--- src/rtl/ascon_cmd_sequencer.sv ---
// ascon_cmd_sequencer
// Decodes a header-tagged instruction/data word stream and drives the key and
// bdi handshakes of the masked Ascon core. Also holds the persistent
// decrypt/hash mode bits, forwards core output and captures tag-check results.
module ascon_cmd_sequencer #(
  parameter int NUM_SHARES = 2,
  parameter int CCW        = 32,
  parameter int CCSW       = 32
) (
  input  logic                       clk,
  input  logic                       rst,
  // instruction / data stream
  input  logic [NUM_SHARES*CCW-1:0]  in_word,
  input  logic                       in_hdr,
  input  logic                       in_valid,
  output logic                       in_ready,
  // key port to the core
  output logic [NUM_SHARES*CCSW-1:0] key,
  output logic                       key_valid,
  input  logic                       key_ready,
  // bdi port to the core
  output logic [NUM_SHARES*CCW-1:0]  bdi,
  output logic                       bdi_valid,
  input  logic                       bdi_ready,
  output logic [3:0]                 bdi_type,
  output logic                       bdi_eot,
  output logic                       bdi_eoi,
  // mode bits
  output logic                       decrypt,
  output logic                       hash,
  // core output
  input  logic [NUM_SHARES*CCW-1:0]  bdo,
  input  logic                       bdo_valid,
  input  logic [3:0]                 bdo_type,
  input  logic                       bdo_eot,
  output logic                       bdo_ready,
  // forwarded output
  output logic [NUM_SHARES*CCW-1:0]  out_word,
  output logic                       out_valid,
  output logic [3:0]                 out_type,
  output logic                       out_eot,
  input  logic                       out_ready,
  // tag verification
  input  logic                       auth,
  input  logic                       auth_valid,
  output logic                       auth_ready,
  output logic                       auth_ok,
  output logic                       auth_done,
  output logic                       err
);

  // The datapath maps one instruction word onto one 32-bit core word per share.
  if (CCW != 32) begin : g_bad_ccw
    $error("ascon_cmd_sequencer: CCW must be 32");
  end
  if (CCSW != CCW) begin : g_bad_ccsw
    $error("ascon_cmd_sequencer: CCSW must equal CCW");
  end

  // Opcodes (instruction bits [31:28])
  localparam logic [3:0] OP_DO_ENC   = 4'h1;
  localparam logic [3:0] OP_DO_DEC   = 4'h2;
  localparam logic [3:0] OP_DO_HASH  = 4'h3;
  localparam logic [3:0] OP_LD_KEY   = 4'h4;
  localparam logic [3:0] OP_LD_NONCE = 4'h5;
  localparam logic [3:0] OP_LD_AD    = 4'h6;
  localparam logic [3:0] OP_LD_PT    = 4'h7;
  localparam logic [3:0] OP_LD_CT    = 4'h8;
  localparam logic [3:0] OP_LD_TAG   = 4'h9;

  // Core data-type codes
  localparam logic [3:0] D_NULL  = 4'h0;
  localparam logic [3:0] D_NONCE = 4'h1;
  localparam logic [3:0] D_AD    = 4'h2;
  localparam logic [3:0] D_PTCT  = 4'h3;
  localparam logic [3:0] D_TAG   = 4'h4;

  localparam logic [NUM_SHARES*CCW-1:0]  ZERO_W = {(NUM_SHARES*CCW){1'b0}};
  localparam logic [NUM_SHARES*CCSW-1:0] ZERO_K = {(NUM_SHARES*CCSW){1'b0}};

  typedef enum logic [1:0] {
    ST_IDLE = 2'd0,
    ST_DATA = 2'd1,
    ST_NULL = 2'd2
  } state_t;

  state_t      state_r, state_s;
  logic [22:0] cnt_r, cnt_s;
  logic [3:0]  op_r, op_s;
  logic        eoi_flag_r, eoi_flag_s;
  logic        decrypt_r, decrypt_s;
  logic        hash_r, hash_s;
  logic        err_r, err_s;
  logic        auth_ok_r;
  logic        auth_done_r;

  // Instruction fields; only bit 0 of the flag nibble has a meaning.
  logic [3:0]  ins_op_s;
  logic        ins_eoi_s;
  logic [23:0] ins_len_s;
  logic [24:0] ins_words_s;

  logic        ins_xfer_s;
  logic        dat_xfer_s;
  logic        null_xfer_s;

  // Map a load opcode onto the bdi type it produces.
  function automatic logic [3:0] load_type(input logic [3:0] op);
    logic [3:0] t;
    case (op)
      OP_LD_NONCE: t = D_NONCE;
      OP_LD_AD:    t = D_AD;
      OP_LD_PT:    t = D_PTCT;
      OP_LD_CT:    t = D_PTCT;
      OP_LD_TAG:   t = D_TAG;
      default:     t = D_NULL;
    endcase
    return t;
  endfunction

  assign ins_op_s    = in_word[31:28];
  assign ins_eoi_s   = in_word[24];
  assign ins_len_s   = in_word[23:0];
  // Byte length rounded up to whole words; 25 bits so the +3 cannot wrap.
  assign ins_words_s = ({1'b0, ins_len_s} + 25'd3) >> 2'd2;

  assign ins_xfer_s  = in_valid & in_ready & in_hdr;
  assign dat_xfer_s  = in_valid & in_ready & ~in_hdr;
  assign null_xfer_s = (state_r == ST_NULL) & bdi_ready;

  // Core-facing handshake and data drive, decided by the current state.
  always_comb begin
    in_ready  = 1'b0;
    key       = ZERO_K;
    key_valid = 1'b0;
    bdi       = ZERO_W;
    bdi_valid = 1'b0;
    bdi_type  = D_NULL;
    bdi_eot   = 1'b0;
    bdi_eoi   = 1'b0;
    case (state_r)
      ST_IDLE: begin
        in_ready = 1'b1;
      end
      ST_DATA: begin
        if (in_hdr) begin
          // A new instruction always wins over the pending load.
          in_ready = 1'b1;
        end else if (op_r == OP_LD_KEY) begin
          key       = in_word;
          key_valid = in_valid;
          in_ready  = key_ready;
        end else begin
          bdi       = in_word;
          bdi_valid = in_valid;
          bdi_type  = load_type(op_r);
          bdi_eot   = (cnt_r == 23'd1);
          bdi_eoi   = (cnt_r == 23'd1) & eoi_flag_r;
          in_ready  = bdi_ready;
        end
      end
      ST_NULL: begin
        bdi_valid = 1'b1;
        bdi_type  = D_NULL;
        bdi_eot   = 1'b1;
        bdi_eoi   = 1'b1;
      end
      default: begin
        in_ready = 1'b0;
      end
    endcase
  end

  // Next-state, word counter, mode bits and error flag.
  always_comb begin
    state_s    = state_r;
    cnt_s      = cnt_r;
    op_s       = op_r;
    eoi_flag_s = eoi_flag_r;
    decrypt_s  = decrypt_r;
    hash_s     = hash_r;
    err_s      = err_r;
    if (ins_xfer_s) begin
      // An instruction inside a load truncates it.
      if (state_r == ST_DATA) begin
        err_s = 1'b1;
      end else begin
        err_s = err_r;
      end
      case (ins_op_s)
        OP_DO_ENC: begin
          decrypt_s = 1'b0;
          hash_s    = 1'b0;
          cnt_s     = 23'd0;
          state_s   = ST_IDLE;
        end
        OP_DO_DEC: begin
          decrypt_s = 1'b1;
          hash_s    = 1'b0;
          cnt_s     = 23'd0;
          state_s   = ST_IDLE;
        end
        OP_DO_HASH: begin
          decrypt_s = 1'b0;
          hash_s    = 1'b1;
          cnt_s     = 23'd0;
          state_s   = ST_IDLE;
        end
        OP_LD_KEY, OP_LD_NONCE, OP_LD_AD, OP_LD_PT, OP_LD_CT, OP_LD_TAG: begin
          op_s       = ins_op_s;
          eoi_flag_s = ins_eoi_s;
          cnt_s      = ins_words_s[22:0];
          if (ins_words_s != 25'd0) begin
            state_s = ST_DATA;
          end else if (ins_eoi_s) begin
            state_s = ST_NULL;
          end else begin
            state_s = ST_IDLE;
          end
        end
        default: begin
          err_s   = 1'b1;
          cnt_s   = 23'd0;
          state_s = ST_IDLE;
        end
      endcase
    end else if (dat_xfer_s) begin
      if (state_r == ST_DATA) begin
        cnt_s = cnt_r - 23'd1;
        if (cnt_r == 23'd1) begin
          state_s = ST_IDLE;
        end else begin
          state_s = ST_DATA;
        end
      end else begin
        // Data with no load in progress is dropped.
        err_s = 1'b1;
      end
    end else if (null_xfer_s) begin
      state_s = ST_IDLE;
    end else begin
      state_s = state_r;
    end
  end

  // Sequencer state registers.
  always_ff @(posedge clk or posedge rst) begin
    if (rst) begin
      state_r    <= ST_IDLE;
      cnt_r      <= 23'd0;
      op_r       <= 4'h0;
      eoi_flag_r <= 1'b0;
      decrypt_r  <= 1'b0;
      hash_r     <= 1'b0;
      err_r      <= 1'b0;
    end else begin
      state_r    <= state_s;
      cnt_r      <= cnt_s;
      op_r       <= op_s;
      eoi_flag_r <= eoi_flag_s;
      decrypt_r  <= decrypt_s;
      hash_r     <= hash_s;
      err_r      <= err_s;
    end
  end

  // Capture each tag-check result and pulse auth_done for one cycle.
  always_ff @(posedge clk or posedge rst) begin
    if (rst) begin
      auth_ok_r   <= 1'b0;
      auth_done_r <= 1'b0;
    end else begin
      auth_done_r <= auth_valid;
      if (auth_valid) begin
        auth_ok_r <= auth;
      end else begin
        auth_ok_r <= auth_ok_r;
      end
    end
  end

  assign decrypt    = decrypt_r;
  assign hash       = hash_r;
  assign err        = err_r;
  assign auth_ok    = auth_ok_r;
  assign auth_done  = auth_done_r;
  assign auth_ready = 1'b1;

  // Core output goes straight through to the host side.
  assign out_word  = bdo;
  assign out_valid = bdo_valid;
  assign out_type  = bdo_type;
  assign out_eot   = bdo_eot;
  assign bdo_ready = out_ready;

endmodule

--- config.mk ---
export PLATFORM = sky130hd
export DESIGN_NAME = ascon_cmd_sequencer
export DESIGN_NICKNAME = d
export VERILOG_FILES = /design/src/rtl/ascon_cmd_sequencer.sv
export SDC_FILE = /design/constraint.sdc
export NUM_CORES = 1
export LEC_CHECK = 0
export BUFFER_PORTS_ARGS = -buffer_cell sky130_fd_sc_hd__buf_2
export CAP_MARGIN = 40
export CORE_AREA = 4 4 135 137
export DETAILED_ROUTE_END_ITERATION = 16
export DIE_AREA = 0 0 139 141
export PLACE_DENSITY = 0.59
export SETUP_SLACK_MARGIN = 0.1
export SLEW_MARGIN = 25
export SYNTH_ARGS = -nofsm -noshare
export SYNTH_HDL_FRONTEND = slang
export SYNTH_SLANG_ARGS = --single-unit
--- constraint.sdc ---
create_clock -name clk -period 5.75 [get_ports clk]
set_input_delay 0.575 -clock clk [delete_from_list [all_inputs] [get_ports clk]]
set_output_delay 0.575 -clock clk [all_outputs]
set_load 0.02 [all_outputs]
==> flow_summary_export.csv, run 1 <==
group,metric,value,unit
clock_network,holdBufCountCts,0,
timing,setup_viol,0,
grt,grt_pass1_wl,28.4,mm
setup_path,reg2reg_slack,2.94,ns
synth,syn_inst,619,
timing,period_minus_slack,3.56,ns
clock_network,clkTransAtPathRegs,0.06,ns
setup_path,timing.rr.start,"op_r[3]",
status,outcome,"finished clean",
synth,yosysTopAreaCellShare,0.210,
clock_network,cts_resized,0,
route,drt-wirelength-per-cell,19.5,um
clock_network,max-clock-path-buffers,2,
timing,rsz0062_at_grt,"false",
timing,worst_slack,2.19,ns
clock_network,clk_latency,0.28,ns
timing,skew,0.00435,ns
placement,hpwl,15.4,mm
timing,finalMaxSlewViolations,0,
placement,routabilityCongestion,0.871,
placement,preCtsSetupSlack,2.47,ns
setup_path,end_kind,"primary output",
synth,ys_seq_area_frac,0.210,
setup_path,r2r-end,"cnt_r[21]",
power,power_density,325,nW/um^2
timing,max_freq,281,MHz
synth,ys_top_cells_by_area,"dfrtp_1 21%, buf_4 13%, nor2_1 8.9%",
synth,synth_ff_type,"dfrtp_1",
cells_and_area,drive_gt1_frac,0.328,
route,dr.pass1.iters,5,
setup_path,start_kind,"flop",
setup_path,crit_fanout,19,
synth,syn_area_per_cell,6.74,um^2
synth,synth_edf_count,0,
floorplanning,initial_utilization,0.245,
floorplanning,io_pins,357,
clock_network,cts_tree,"done",
placement,place_area,4890,um^2
grt,grt_max_degree,46,
synth,ys_warn_count,0,
power,peakVddDrop,0.111,mV
cells_and_area,areaGrowthSynthToFinish,21.4,%
placement,port_buffers,212,
synth,ys_async_sr_fraction,1.00,
hold_path,min_path_type,"primary input to asynchronous set/reset pin",
timing,slew_headroom,0.463,
timing,tightest_slew,0.799,ns
route,drc,0,
synth,syn_area,4170,um^2
clock_network,root_buffer,"clkbuf_16",
setup_path,criticalPathCategory,"flop to primary output",
route,ant_nets,0,
timing,hold_viol_final,0,
power,leakage,2.64,nW
floorplanning,die_area,19600,um^2
synth,synth_top_cell_by_area,"dfrtp_1",
clock_network,cts-htree-levels,2,
run,timing.max_cap.violations,0,
clock_network,post-cts-setup-buffer-count,0,
clock_network,cts.sinks,35,
timing,finalCritPeriodShare,0.620,
grt,antenna_found_initial,0,
floorplanning,core-area,17100,um^2
setup_path,arrival,2.99,ns
synth,yosys_register_bits,35,
clock_network,cts_buffers,5,
grt,grt_pass1_vias,4634,
floorplanning,die_w,139,um
synth,syn-num-nets,767,
grt,grt_use_total,0.184,
route,drt_iter0_markers,407,
route,vias_per_cell,5.04,
cells_and_area,layout_common_cells,"212 x buf_2, 98 x nor2_1, 75 x nand2_1",
route,num_vias,4840,
floorplanning,rows,48,
floorplanning,die_h,141,um
timing,setup_tns,0,ns
setup_path,rr_worst_depth,6,
grt,overflow,0,
synth,ys_types,60,
setup_path,required,5.18,ns
cells_and_area,mostFrequentLayoutCell,"buf_2",
cells_and_area,fin_area,5060,um^2
cells_and_area,layout.nets,881,
route,wirelength,18.8,mm
[power by group]
| part | switching [mW] | internal [mW] | total (mW) |
|---|---|---|---|
| combinational | 0.608 | 0.322 | 0.930 |
| sequential | 0.102 | 0.343 | 0.445 |
| clock | 0.111 | 0.160 | 0.271 |
[how the worst max path moves through the flow]
| stage | cells after the start | to | slack [ns] | start |
|---|---|---|---|---|
| 2_1_floorplan | 7 | bdi_eoi | 3.03 | in_hdr |
| 3_3_place_gp | 7 | bdi_eoi | 2.34 | in_hdr |
| 3_5_place_dp | 8 | bdi_eoi | 2.47 | in_hdr |
| 4_1_cts | 9 | bdi_eoi | 2.19 | state_r[1] |
| 5_1_grt | 9 | bdi_eoi | 1.96 | state_r[1] |
| 6_report | 9 | bdi_eoi | 2.19 | state_r[1] |
[flip-flops by register name (all words and copies together), names as in the netlist]
signal      flops
cnt_r          23
op_r            4
state_r         2
auth_done       1
auth_ok         1
decrypt         1
eoi_flag_r      1
err             1
hash            1
[per-stage QoR]
| step | utilization | hold WS [ns] | cells | power, mW |
|---|---|---|---|---|
| global placement | 0.286 | 0.449 | 948 | 1.34 |
| detailed placement | 0.287 | 0.456 | 950 | 1.36 |
| floorplan | - | 0.447 | 619 | 1.11 |
| global route | 0.297 | 0.428 | 959 | 1.79 |
| CTS | 0.295 | 0.420 | 958 | 1.64 |
| finish | 0.297 | 0.409 | 960 | 1.65 |
[routing by layer]
metal / global-route usage / up-vias / share of wire
met4: 0.0613 / 0 / 0.029
met5: 0 / - / 0
li1: - / 2269 / -
met1: 0.231 / 2250 / 0.39
met2: 0.311 / 291 / 0.49
met3: 0.0455 / 30 / 0.089
[critical path, cell delays in order, from the launching register on]
cell and delay [ns]:
dfrtp_1 0.37, inv_1 0.10, ha_1 0.31, nand2b_1 0.47
nor2_2 0.68, buf_6 0.25, a21oi_1 0.08, nor2b_1 0.14
o21a_1 0.14, buf_2 0.16
[synth_stat cells, types with 2 or more instances]
cell type and count:
a21oi_1 20, a22o_1 4, a22oi_1 5, a31oi_1 5, a32oi_1 2, and2_1 27, and3_1 31, and4_1 4
buf_1 3, buf_2 2, buf_4 74, clkbuf_1 36, conb_1 2, dfrtp_1 35, ha_1 5, inv_1 13
mux2i_1 2, nand2_1 75, nand2b_1 4, nand3_1 8, nand4_1 6, nor2_1 99, nor2b_1 5, nor3_1 31
nor3b_1 3, nor4_1 9, o21a_1 3, o21ai_0 40, o21ai_1 3, o221ai_1 2, o22ai_1 4, o32ai_1 3
or3_1 2, or4_1 4, or4_4 2, or4bb_1 2, xnor2_1 15, xor2_1 7
[final cells by class]
cell class              count  area (um^2)
well taps                 225          282
clock inverters             2         12.5
diodes                      1         2.50
inverters                  13         48.8
clock buffers               6          129
flip-flops and latches     35          876
repair buffers            223         1170
fillers                  1900        12000
multi-input cells         455         2540
[cell families (layout without fill, tap and decap cells)]
family,Yosys count,after routing,share of synthesized area
xor gates and xnor gates,22,22,0.0462
buffers and inverters,129,244,0.185
DFF,35,35,0.210
adders and majority gates,5,5,0.0150
muxes,4,4,0.0102
other,2,3,0.00180
AOI/OAI and AO/OA,105,105,0.159
and+or+nand+nor,317,317,0.373
Power figures use the tool's default switching activity.
==> inputs of run 2 (changes only) <==
--- a/config.mk
+++ b/config.mk
@@ -5,12 +5,13 @@
 export SDC_FILE = /design/constraint.sdc
 export NUM_CORES = 1
 export LEC_CHECK = 0
+export ABC_AREA = 1
 export BUFFER_PORTS_ARGS = -buffer_cell sky130_fd_sc_hd__buf_2
 export CAP_MARGIN = 40
-export CORE_AREA = 4 4 135 137
+export CORE_AREA = 4 4 137 139
 export DETAILED_ROUTE_END_ITERATION = 16
-export DIE_AREA = 0 0 139 141
-export PLACE_DENSITY = 0.59
+export DIE_AREA = 0 0 141 143
+export PLACE_DENSITY = 0.61
 export SETUP_SLACK_MARGIN = 0.1
 export SLEW_MARGIN = 25
 export SYNTH_ARGS = -nofsm -noshare
==> constraint.sdc (replaced) <==
create_clock -name clk -period 2.9 [get_ports clk]
set_input_delay 0.29 -clock clk [delete_from_list [all_inputs] [get_ports clk]]
set_output_delay 0.29 -clock clk [all_outputs]
set_load 0.02 [all_outputs]
==> run 2 against run 1 <==
Effect of this change: synthesized cell count up 25%; critical path depth unchanged; final cell count up 17%; sequential share of layout area down 0.98 points; final area up 6.0%; hold slack worse by 0.30 ns; clock power up 94%; combinational power up 120%; non-clock buffer count down 5; synthesized area up 8.1%; critical endpoint unchanged; largest cell class unchanged; highest routed layer unchanged.
==> flow_summary_export.csv, run 2 <==
group,metric,value,unit
status,outcome,"finished clean",
route,num_vias,5162,
cells_and_area,drive_gt1_frac,0.290,
synth,synth_edf_count,0,
clock_network,cts-htree-levels,2,
timing,setup_tns,0,ns
timing,finalMaxSlewViolations,0,
floorplanning,core-area,17700,um^2
cells_and_area,mostFrequentLayoutCell,"buf_2",
timing,setup_viol,0,
setup_path,reg2reg_slack,0.82,ns
run,timing.max_cap.violations,0,
timing,worst_slack,0.329,ns
timing,rsz0062_at_grt,"false",
timing,slew_headroom,0.545,
placement,place_inst,1117,
grt,overflow,0,
grt,grt_pass1_vias,4817,
floorplanning,die_w,141,um
placement,hpwl,14.7,mm
cells_and_area,antennaDiodeCount,0,
cells_and_area,fin_area,5370,um^2
setup_path,cp_common_cell,"inv_1",
floorplanning,initial_utilization,0.255,
synth,ys_warn_count,0,
synth,ys_top_cells_by_area,"dfrtp_1 19%, buf_4 12%, nor2_1 12%",
setup_path,rr_worst_depth,9,
synth,syn_area,4510,um^2
clock_network,holdBufCountCts,0,
clock_network,clk_latency,0.28,ns
cells_and_area,fin_util,0.304,
placement,port_buffers,212,
cells_and_area,layout.nets,1043,
cells_and_area,largest_reg_flops,23,
cells_and_area,final-seq-area,876,um^2
cells_and_area,nFillCells,2030,
synth,ys_seq_area_frac,0.194,
placement,place_area,5230,um^2
power,fin_total_pwr,3.44,mW
power,peakVddDrop,0.264,mV
placement,preCtsSetupSlack,0.656,ns
timing,finalCritPeriodShare,0.887,
clock_network,clkTransAtPathRegs,0.06,ns
setup_path,timing.rr.start,"op_r[3]",
grt,grt_pass1_wl,26.9,mm
cells_and_area,layout_common_cells,"212 x buf_2, 139 x nor2_1, 126 x nand2_1",
setup_path,crit_start,"state_r[1]",
route,drt-wirelength-per-cell,15.8,um
setup_path,criticalPathCategory,"flop to primary output",
setup_path,r2r-end,"cnt_r[8]",
synth,synth_top_cell_by_area,"dfrtp_1",
floorplanning,rows,49,
setup_path,required,2.61,ns
synth,synth_most_common_cell,"nor2_1",
floorplanning,die_area,20200,um^2
setup_path,arrival,2.28,ns
clock_network,post-cts-setup-buffer-count,0,
synth,syn_area_per_cell,5.83,um^2
clock_network,cts_tree,"done",
timing,period_minus_slack,2.57,ns
clock_network,cts_resized,0,
grt,grt_max_degree,66,
setup_path,cp_cell_sequence,"inv_1 > ha_1 > inv_1 > nor2_1 > nand2_2 > o21ai_0 > nand2_1 > a21oi_1 > buf_2",
power,power_density,641,nW/um^2
grt,grt_use_total,0.167,
synth,yosysTopAreaCellShare,0.194,
synth,ys_types,44,
route,drt_iter0_markers,227,
timing,hold_ws,0.111,ns
route,dr.pass1.iters,4,
setup_path,start_kind,"flop",
cells_and_area,areaGrowthSynthToFinish,19.0,%
timing,skew,0.00740,ns
cells_and_area,regMostFlops,"cnt_r",
placement,routabilityCongestion,0.925,
synth,ys_async_sr_fraction,1.00,
cells_and_area,multi_input_area,2460,um^2
cells_and_area,stdcell_count,1125,
floorplanning,die_h,143,um
synth,syn_inst,774,
setup_path,crit_fanout,20,
cells_and_area,largest_registers,"cnt_r: 23 flops, op_r: 4 flops, state_r: 2 flops",
timing,max_freq,389,MHz
clock_network,cts_buffers,5,
power,leakage,3.00,nW
synth,syn-num-nets,922,
setup_path,crit_slowest_cell,"dfrtp_1",
setup_path,setup.worst_path.end,"bdi_eoi",
clock_network,max-clock-path-buffers,2,
floorplanning,io_pins,357,
clock_network,cts.sinks,35,
route,vias_per_cell,4.59,
grt,antenna_found_initial,0,
synth,synth_ff_type,"dfrtp_1",
hold_path,min_path_type,"primary input to asynchronous set/reset pin",
timing,tightest_slew,0.683,ns
setup_path,slowest_delay,0.37,ns
setup_path,end_kind,"primary output",
timing,hold_viol_final,0,
route,drc,0,
route,wirelength,17.8,mm
synth,yosys_register_bits,35,
synth,synth_commonest_cells,"139 x nor2_1, 127 x nand2_1, 123 x inv_1, 73 x buf_4, 73 x nor3_1",
route,ant_nets,0,
clock_network,root_buffer,"clkbuf_16",
-- run 2: worst min path at each step --
stage                from         to  cells past startpoint
3_5_place_dp   auth_valid  auth_done                      1
6_report              rst    auth_ok                      3
2_1_floorplan  auth_valid  auth_done                      0
3_3_place_gp   auth_valid  auth_done                      1
4_1_cts        auth_valid  auth_done                      1
5_1_grt        auth_valid  auth_done                      1
-- run 2: cell type report --
class,count,area share
tap,229,0.0534
timing repair buffer,218,0.211
sequential,35,0.163
inverter,126,0.0881
clock buffer,6,0.0240
multi-input combinational,509,0.458
clock inverter,2,0.00233
-- run 2: logic make-up (layout without fill, tap and decap cells) --
group	after synthesis	in the layout	synth area share
muxes	1	1	0.00250
other	2	2	0.00167
xor gates and xnor gates	7	7	0.0136
AOI/OAI and AO/OA	92	92	0.120
adders and majority gates	5	5	0.0139
and+or+nand+nor	402	402	0.394
DFF	35	35	0.194
buffers and inverters	230	352	0.261
-- run 2: where the power goes --
| group | switching [mW] | internal (mW) |
|---|---|---|
| logic | 1.45 | 0.620 |
| registers | 0.164 | 0.678 |
| clock network | 0.209 | 0.317 |
-- run 2: layer usage --
| metal | GRT usage | up-vias | wire, um |
|---|---|---|---|
| li1 | - | 2593 | - |
| met1 | 0.202 | 2365 | 7190 |
| met2 | 0.288 | 182 | 8680 |
| met3 | 0.0569 | 22 | 1610 |
| met4 | 0.0398 | 0 | 271 |
| met5 | 0 | - | 0 |
-- run 2: critical path: cells and delay by family, from the launching register on --
| family | cells | cell delay (ns) |
|---|---|---|
| AO/OA/AOI/OAI | 2 | 0.36 |
| adder cells (fa/ha/maj) | 1 | 0.26 |
| buffers and inverters | 3 | 0.36 |
| flip-flops | 1 | 0.37 |
| AND/OR/NAND/NOR | 3 | 0.64 |
